**config.mk**
```make
export PLATFORM = sky130hd
export DESIGN_NAME = regs_banked
export DESIGN_NICKNAME = d
export VERILOG_FILES = /design/src/rtl/regs_banked.sv
export SDC_FILE = /design/constraint.sdc
export NUM_CORES = 1
export LEC_CHECK = 0
export ABC_CLOCK_PERIOD_IN_PS = 3100
export CAP_MARGIN = 20
export CORE_ASPECT_RATIO = 0.8
export CORE_MARGIN = 5
export CORE_UTILIZATION = 40
export CTS_CLUSTER_DIAMETER = 60
export DETAILED_ROUTE_END_ITERATION = 8
export GPL_TIMING_DRIVEN = 1
export HOLD_SLACK_MARGIN = 0.08
export SYNTH_ARGS = -nofsm -noshare
export SYNTH_HDL_FRONTEND = slang
export SYNTH_SLANG_ARGS = --single-unit
```
**constraint.sdc**
```tcl
create_clock -name clk_sys -period 3.1 [get_ports clk_sys]
set_input_delay 0.62 -clock clk_sys [delete_from_list [all_inputs] [get_ports clk_sys]]
set_output_delay 0.62 -clock clk_sys [all_outputs]
set_load 0.05 [all_outputs]
```
**src/rtl/regs_banked.sv**
```systemverilog
// Banked register file with a masked flag register (R0) per bank and a
// handshake-driven engine that saves (spills) or loads (fills) one whole bank.
module regs_banked #(
  parameter int WIDTH  = 16,
  parameter int NREGS  = 8,
  parameter int NBANKS = 2,
  localparam int AW    = $clog2(NREGS),
  localparam int BW    = (NBANKS > 1) ? $clog2(NBANKS) : 1
) (
  input  logic             clk_sys,
  input  logic             clr_,
  input  logic [BW-1:0]    bank_sel,
  input  logic             we,
  input  logic [AW-1:0]    wa,
  input  logic [WIDTH-1:0] w,
  input  logic [AW-1:0]    ra_a,
  input  logic [AW-1:0]    ra_b,
  output logic [WIDTH-1:0] la,
  output logic [WIDTH-1:0] lb,
  input  logic             flag_we,
  input  logic [WIDTH-1:0] flag_mask,
  input  logic [WIDTH-1:0] flag_val,
  output logic [WIDTH-1:0] r0,
  input  logic             spill_start,
  input  logic             fill_start,
  input  logic [BW-1:0]    xfer_bank,
  output logic             mem_req,
  output logic             mem_we,
  output logic [AW-1:0]    mem_idx,
  output logic [WIDTH-1:0] mem_wdata,
  input  logic [WIDTH-1:0] mem_rdata,
  input  logic             mem_ack,
  output logic             busy,
  output logic             done,
  output logic             err
);

  typedef enum logic [1:0] {IDLE, SPILL, FILL, DONE} state_t;

  state_t           state;
  logic [AW-1:0]    idx;
  logic [BW-1:0]    xbank;
  logic [WIDTH-1:0] regs     [NBANKS][NREGS];
  logic [WIDTH-1:0] regs_nxt [NBANKS][NREGS];
  logic             locked;
  logic             wr_ok;
  logic             flag_ok;

  assign busy      = (state != IDLE);
  assign done      = (state == DONE);
  assign mem_req   = (state == SPILL) || (state == FILL);
  assign mem_we    = (state == SPILL);
  assign mem_idx   = idx;
  assign mem_wdata = (state == SPILL) ? regs[xbank][idx] : '0;
  assign r0        = regs[bank_sel][0];

  // The bank under transfer is owned by the engine; CPU updates to it are dropped.
  assign locked  = busy && (bank_sel == xbank);
  assign wr_ok   = we && !locked;
  assign flag_ok = flag_we && !locked;

  // Next-state image of the array; read ports sample it so they see same-edge writes.
  always_comb begin
    regs_nxt = regs;
    if (flag_ok)
      regs_nxt[bank_sel][0] = (regs[bank_sel][0] & ~flag_mask) | (flag_val & flag_mask);
    if (wr_ok)
      regs_nxt[bank_sel][wa] = w;
    if ((state == FILL) && mem_ack)
      regs_nxt[xbank][idx] = mem_rdata;
  end

  always_ff @(posedge clk_sys or negedge clr_) begin
    if (!clr_) begin
      for (int b = 0; b < NBANKS; b++)
        for (int r = 0; r < NREGS; r++)
          regs[b][r] <= '0;
      la    <= '0;
      lb    <= '0;
      err   <= 1'b0;
      idx   <= '0;
      xbank <= '0;
      state <= IDLE;
    end else begin
      regs <= regs_nxt;
      la   <= regs_nxt[bank_sel][ra_a];
      lb   <= regs_nxt[bank_sel][ra_b];
      err  <= busy && (spill_start || fill_start);
      case (state)
        IDLE: begin
          if (spill_start || fill_start) begin
            xbank <= xfer_bank;
            idx   <= '0;
            state <= spill_start ? SPILL : FILL;
          end
        end
        SPILL, FILL: begin
          if (mem_ack) begin
            if (idx == AW'(NREGS - 1))
              state <= DONE;
            else
              idx <= idx + AW'(1);
          end
        end
        DONE: begin
          idx   <= '0;
          state <= IDLE;
        end
        default: state <= IDLE;
      endcase
    end
  end

endmodule

```
After elaboration in Yosys (flattened, before gate mapping)
Index checks and enable logic that the tools add are counted.
{"block": "op_classes", "n_addsub": 1, "n_lt_le_gt_ge": 10, "eq_ne": 9, "muxes": 44, "bitwise": 10, "reduce_logical": 18}
{"cell": "$mux W128", "count": 12}
{"cell": "$bwmux W256", "count": 3}
{"cell": "$mux W256", "count": 3}
{"cell": "$demux W128 S1", "count": 3}
{"cell": "$bmux W16 S3", "count": 3}
{"cell": "$mux W16", "count": 9}
{"cell": "$demux W16 S3", "count": 2}
{"cell": "$and A16 B16 Y16", "count": 2}
{"cell": "$ge A4 B4 Y1 const B", "count": 4}
{"cell": "$not A16 Y16", "count": 1}
{"cell": "$not A3 Y4", "count": 4}
{"cell": "$or A16 B16 Y16", "count": 1}
{"cell": "$logic_and A1 B1 Y1", "count": 9}
{"cell": "$mux W3", "count": 3}
{"cell": "$pmux W3 S3", "count": 1}
{"cell": "$lt A4 B1 Y1 const B", "count": 2}
{"cell": "$mux W2", "count": 4}
{"cell": "$ne A2 B2 Y1 const B", "count": 4}
{"cell": "$pmux W2 S3", "count": 1}
{"cell": "$reduce_and A3 Y1", "count": 2}
{"cell": "$eq A2 B2 Y1 const B", "count": 2}
{"cell": "$ge A2 B2 Y1 const B", "count": 2}
{"cell": "$lt A2 B1 Y1 const B", "count": 2}
{"cell": "$not A1 Y2", "count": 2}
{"cell": "other kinds (10)", "count": 11}
{"block": "totals", "ff_bits": 295, "input_bits": 82, "out_inout_bits": 72, "word_cells": 114}

Longest topological paths before layout
{"block": "depth", "word_depth": 18, "depth_mapped": 14, "mapped_depth_nobuf": 9}

Least setup slack after synthesis
Ideal clock, no wire load.
{"block": "synth_timing", "path_kind": "flip-flop to output port", "startpoint": "reg idx[0], in the netlist mem_idx[0]", "endpoint": "out mem_wdata[10]", "t_arrival_ns": 2.647, "path_slack_ns": -0.167, "path_stages_with_launch": 7, "n_path_buf": 3, "cell_sequence": "dfrtp_1 > buf_2 > clkbuf_1 > buf_1 > mux4_2 > mux4_2 > and2_1"}
{"block": "synth_between", "elab_chain_len": 5}
{"item": "from (decl)", "line": "41", "source": "logic [AW-1:0] idx;"}
{"item": "from (signal assigned)", "line": "102", "source": "idx <= idx + AW'(1);"}
{"item": "$not A3 Y4 (implied by the code)", "line": "54", "source": "assign mem_wdata = (state == SPILL) ? regs[xbank][idx] : '0;"}
{"item": "$bmux W16 S3", "line": "54"}
{"item": "$mux W16 (implied by the code) (2 in a row)", "line": "54"}
{"item": "$mux W16", "line": "54"}
{"item": "to (decl)", "line": "30", "source": "output logic [WIDTH-1:0] mem_wdata,"}
Every way passes these cells. The select of a mux whose other input is x is not followed.

Worst setup path after layout
{"block": "layout_timing", "startpoint": "reg xbank", "endpoint": "out mem_wdata[5]"}
{"block": "layout_between", "elab_chain_len": 8}
{"item": "from (decl)", "line": "42", "source": "logic [BW-1:0] xbank;"}
{"item": "from (signal assigned)", "line": "92", "source": "xbank <= xfer_bank;"}
{"item": "$not A1 Y2 (implied by the code)", "line": "54"}
{"item": "$mux W128 (implied by the code) (3 in a row)", "line": "54"}
{"item": "$bmux W16 S3", "line": "54"}
{"item": "$mux W16 (implied by the code) (2 in a row)", "line": "54"}
{"item": "$mux W16", "line": "54"}
Every way passes these cells. The select of a mux whose other input is x is not followed.

==> results.md <==
* Crit end category: output port
* CP arrival at 2.85 ns
* Clock Path Buffers at 3
* Post-layout util at 56.5%
* Post-synth ARST share at 100%
* MaxCap Viol Count at 0
* Startpoint Class: register
* Drt first pass iters at 6
* Failing checks: setup timing
* Final net count at a little under 3k
* Total Wirelength at around 130000 µm
* Vias in the first global route at 23.3k
* DRT antenna net count at 0
* Peak supply drop at between 600 and 700 µV
* GPL Wtd Cong at about 1.0
* Hold/Removal Path Class: reg2reg
* RSZ-0062 raised after global routing: yes
* Seq cells post-synth at just under 300
* Core Area at 0.0522 mm²
* Post-route minimum period at between 3 and 4 ns
* Slew @ Worst Pin at between 0.8 and 0.9 ns
* Share of cells above drive strength 1 at 33.7%
* Placement Cell Area at roughly 0.027 mm²
* Number of distinct library cells after synthesis at 76
* Critical-path top delay cell: mux4_2
* Vias per cell at approximately 6.8
* H-tree depth at 2
* Synth-to-Final Area Change at 40.7%
* Syn Inst Count at 2283
* Initial antenna violation count at 5
* Fin. Hold Viols at 0
* Yosys top cell area share at 35.2%
* Die Area at 0.0571 mm²
* Detail Placement HPWL at 94500 µm
* Pwr Density at 984 mW/mm²
* Num CTS Buffers at 39
* CTS tree: done
* F_max at approximately 0.29 GHz
* Die height at 215 µm
* Ranking of synthesized cells by area: dfrtp_1 (35%), mux4_2 (10%), mux2i_1 (5.0%), a31oi_1 (3.6%), nor2_1 (3.4%)
* Dominant synthesized flop cell: dfrtp_1
* Total track usage at 42.4%
* Iteration-0 DRC Markers at 4023
* Reg-to-reg slack, setup at -0.01 ns
* Cell leakage power at 12.7 nW
* IO Count at 154
* Cell taking the most area after synthesis: dfrtp_1
* Final setup fails at 17
* EDFF count, synth at 0
* Chip width at 266 µm
* Worst skew pair latency at 0.59 ns
* Peak per-stage delay on the critical path at 0.52 ns
* Syn nets at 2372
* Placed cell count at 3448
* Starting Density at 40.2%
* Row cnt at 75
* Final period util at 112%
* Clk_skew at 0.0158 ns
* CP Class: reg2out
* Commonest cells in the netlist: dfrtp_1 (295), nor2_1 (188), clkbuf_1 (151)
* Cell Area, Synth at roughly 0.021 mm²
* Wire length per cell at 35.3 µm
* Max FO, Critical Path at 6
* Clk sinks at 295
* Drc violations at 0
* Top-count cell post-synth: dfrtp_1
* WP data required at 2.48 ns
* Post-synthesis sequential area ratio at 35.2%
* Status: finished with violations
* First-pass GRT wire length at 176000 µm
* Clock Root Buffer: clkbuf_16
* Synthesis warning total at 0
* Largest net degree at the start of global routing at 74
* Non-filler cells, final at 3552
* Slew HR at 43.2%
* Filler cell count at 4716
* Fin area at 0.0295 mm²
* Synthesized area per cell at 9.18 µm²
* Worst-path clk slew at 0.07 ns
* Remaining global-route overflow at 0
* Port Buf Inserts at 153
* Critical Path, Cell by Cell: buf_12 -> buf_12 -> buf_16 -> mux4_2 -> mux4_2 -> and2_4 -> buf_6
* Routed via count at 24.3k
* Max Slew Vio Count at 0
* Worst setup margin at -0.368 ns
## worst max-delay path: cells and delay by family (launching register included)
| kind | cells | cell delay, ns |
|---|---|---|
| multiplexers | 2 | 1.03 |
| buffers and inverters | 4 | 0.58 |
| flip-flops | 1 | 0.45 |
| AND/OR/NAND/NOR | 1 | 0.19 |
## registers in the layout (all words and copies together) (netlist names)
| name | count |
|---|---|
| xbank | 1 |
| state | 2 |
| lb | 16 |
| regs | 256 |
| err | 1 |
| la | 16 |
| mem_idx | 3 |
## report_power, final
| group | internal (mW) | switching [mW] | leakage (nW) |
|---|---|---|---|
| clock network | 2.82 | 2.04 | 0.659 |
| registers | 5.65 | 1.55 | 3.68 |
| logic | 7.67 | 9.27 | 8.35 |
| total | 16.1 | 12.9 | 12.7 |
## what timing repair did
| action | CTS | global route |
|---|---|---|
| setup buffers | 16 | 11 |
| gates resized for setup | 53 | 44 |
| hold buffers | 1 | 0 |
| setup endpoints to repair | 42 | 44 |
| endpoints found under the hold margin | 34 | 0 |
| pin swaps | 1 | 6 |
| cloned | 5 | 1 |
## cells by family (layout without fill, tap and decap cells)
logic type               after synthesis  count (layout)  synth area share [%]
AO/OA/AOI/OAI                        685             685                  22.5
adder cells (fa/ha/maj)                7               7                 0.418
buffers and inverters                292             867                  5.89
flip-flops                           295             295                  35.2
multiplexers                         244             244                  17.6
other                                  0               1                     0
AND/OR/NAND/NOR                      760             760                  18.4
## placed cells by master (no fill, tap or decap), drive strengths merged, types with 95 or more instances in the layout
cell type	netlist	routed
nor2	190	190
nand3	101	101
nand2	147	147
a21oi	130	130
nor3	109	109
buf	110	650
mux4	95	95
dfrtp	295	295
mux2i	104	104
clkdlybuf4s50	0	112
a31oi	121	121
## worst paths after layout
kind,startpoint,end,depth (start not counted)
setup reg to reg,xbank,lb[11],14
max in group asynchronous,clr_,regs[100],3
hold / removal,regs[59],regs[59],2
min in group asynchronous,clr_,regs[22],2
hold reg to reg,regs[59],regs[59],2
setup / recovery,xbank,mem_wdata[5],7
## layer usage
metal | global-route usage [%] | vias up | part of all wire [%]
li1 | - | 9893 | -
met1 | 57.7 | 12000 | 39
met2 | 58.6 | 1943 | 41
met3 | 15.4 | 405 | 14
met4 | 22.9 | 6 | 6.7
met5 | 0 | - | 0.061
## through the flow
stage / TNS [ns] / hold slack (ns) / worst slack (ns) / power [mW]
2_1_floorplan: 0 / 0.324 / 0.000482 / 15.1
3_3_place_gp: -9.90 / 0.523 / -0.507 / 22.4
3_5_place_dp: -10.48 / 0.537 / -0.525 / 22.5
4_1_cts: -5.04 / 0.545 / -0.354 / 28.2
5_1_grt: -5.07 / 0.577 / -0.380 / 29.8
6_report: -4.66 / 0.549 / -0.368 / 29.0
## cell type report
type	instances	area [µm²]	area share (%)
inverter	31	116	0.395
tap	693	867	2.94
timing repair buffer	765	7170	24.3
clock inverter	19	190	0.645
multi-input combinational	1696	12600	42.8
antenna	1	2.50	0.00849
clock buffer	52	1130	3.83
sequential	295	7390	25.1
Note: power is estimated with default switching activity, not from simulation.
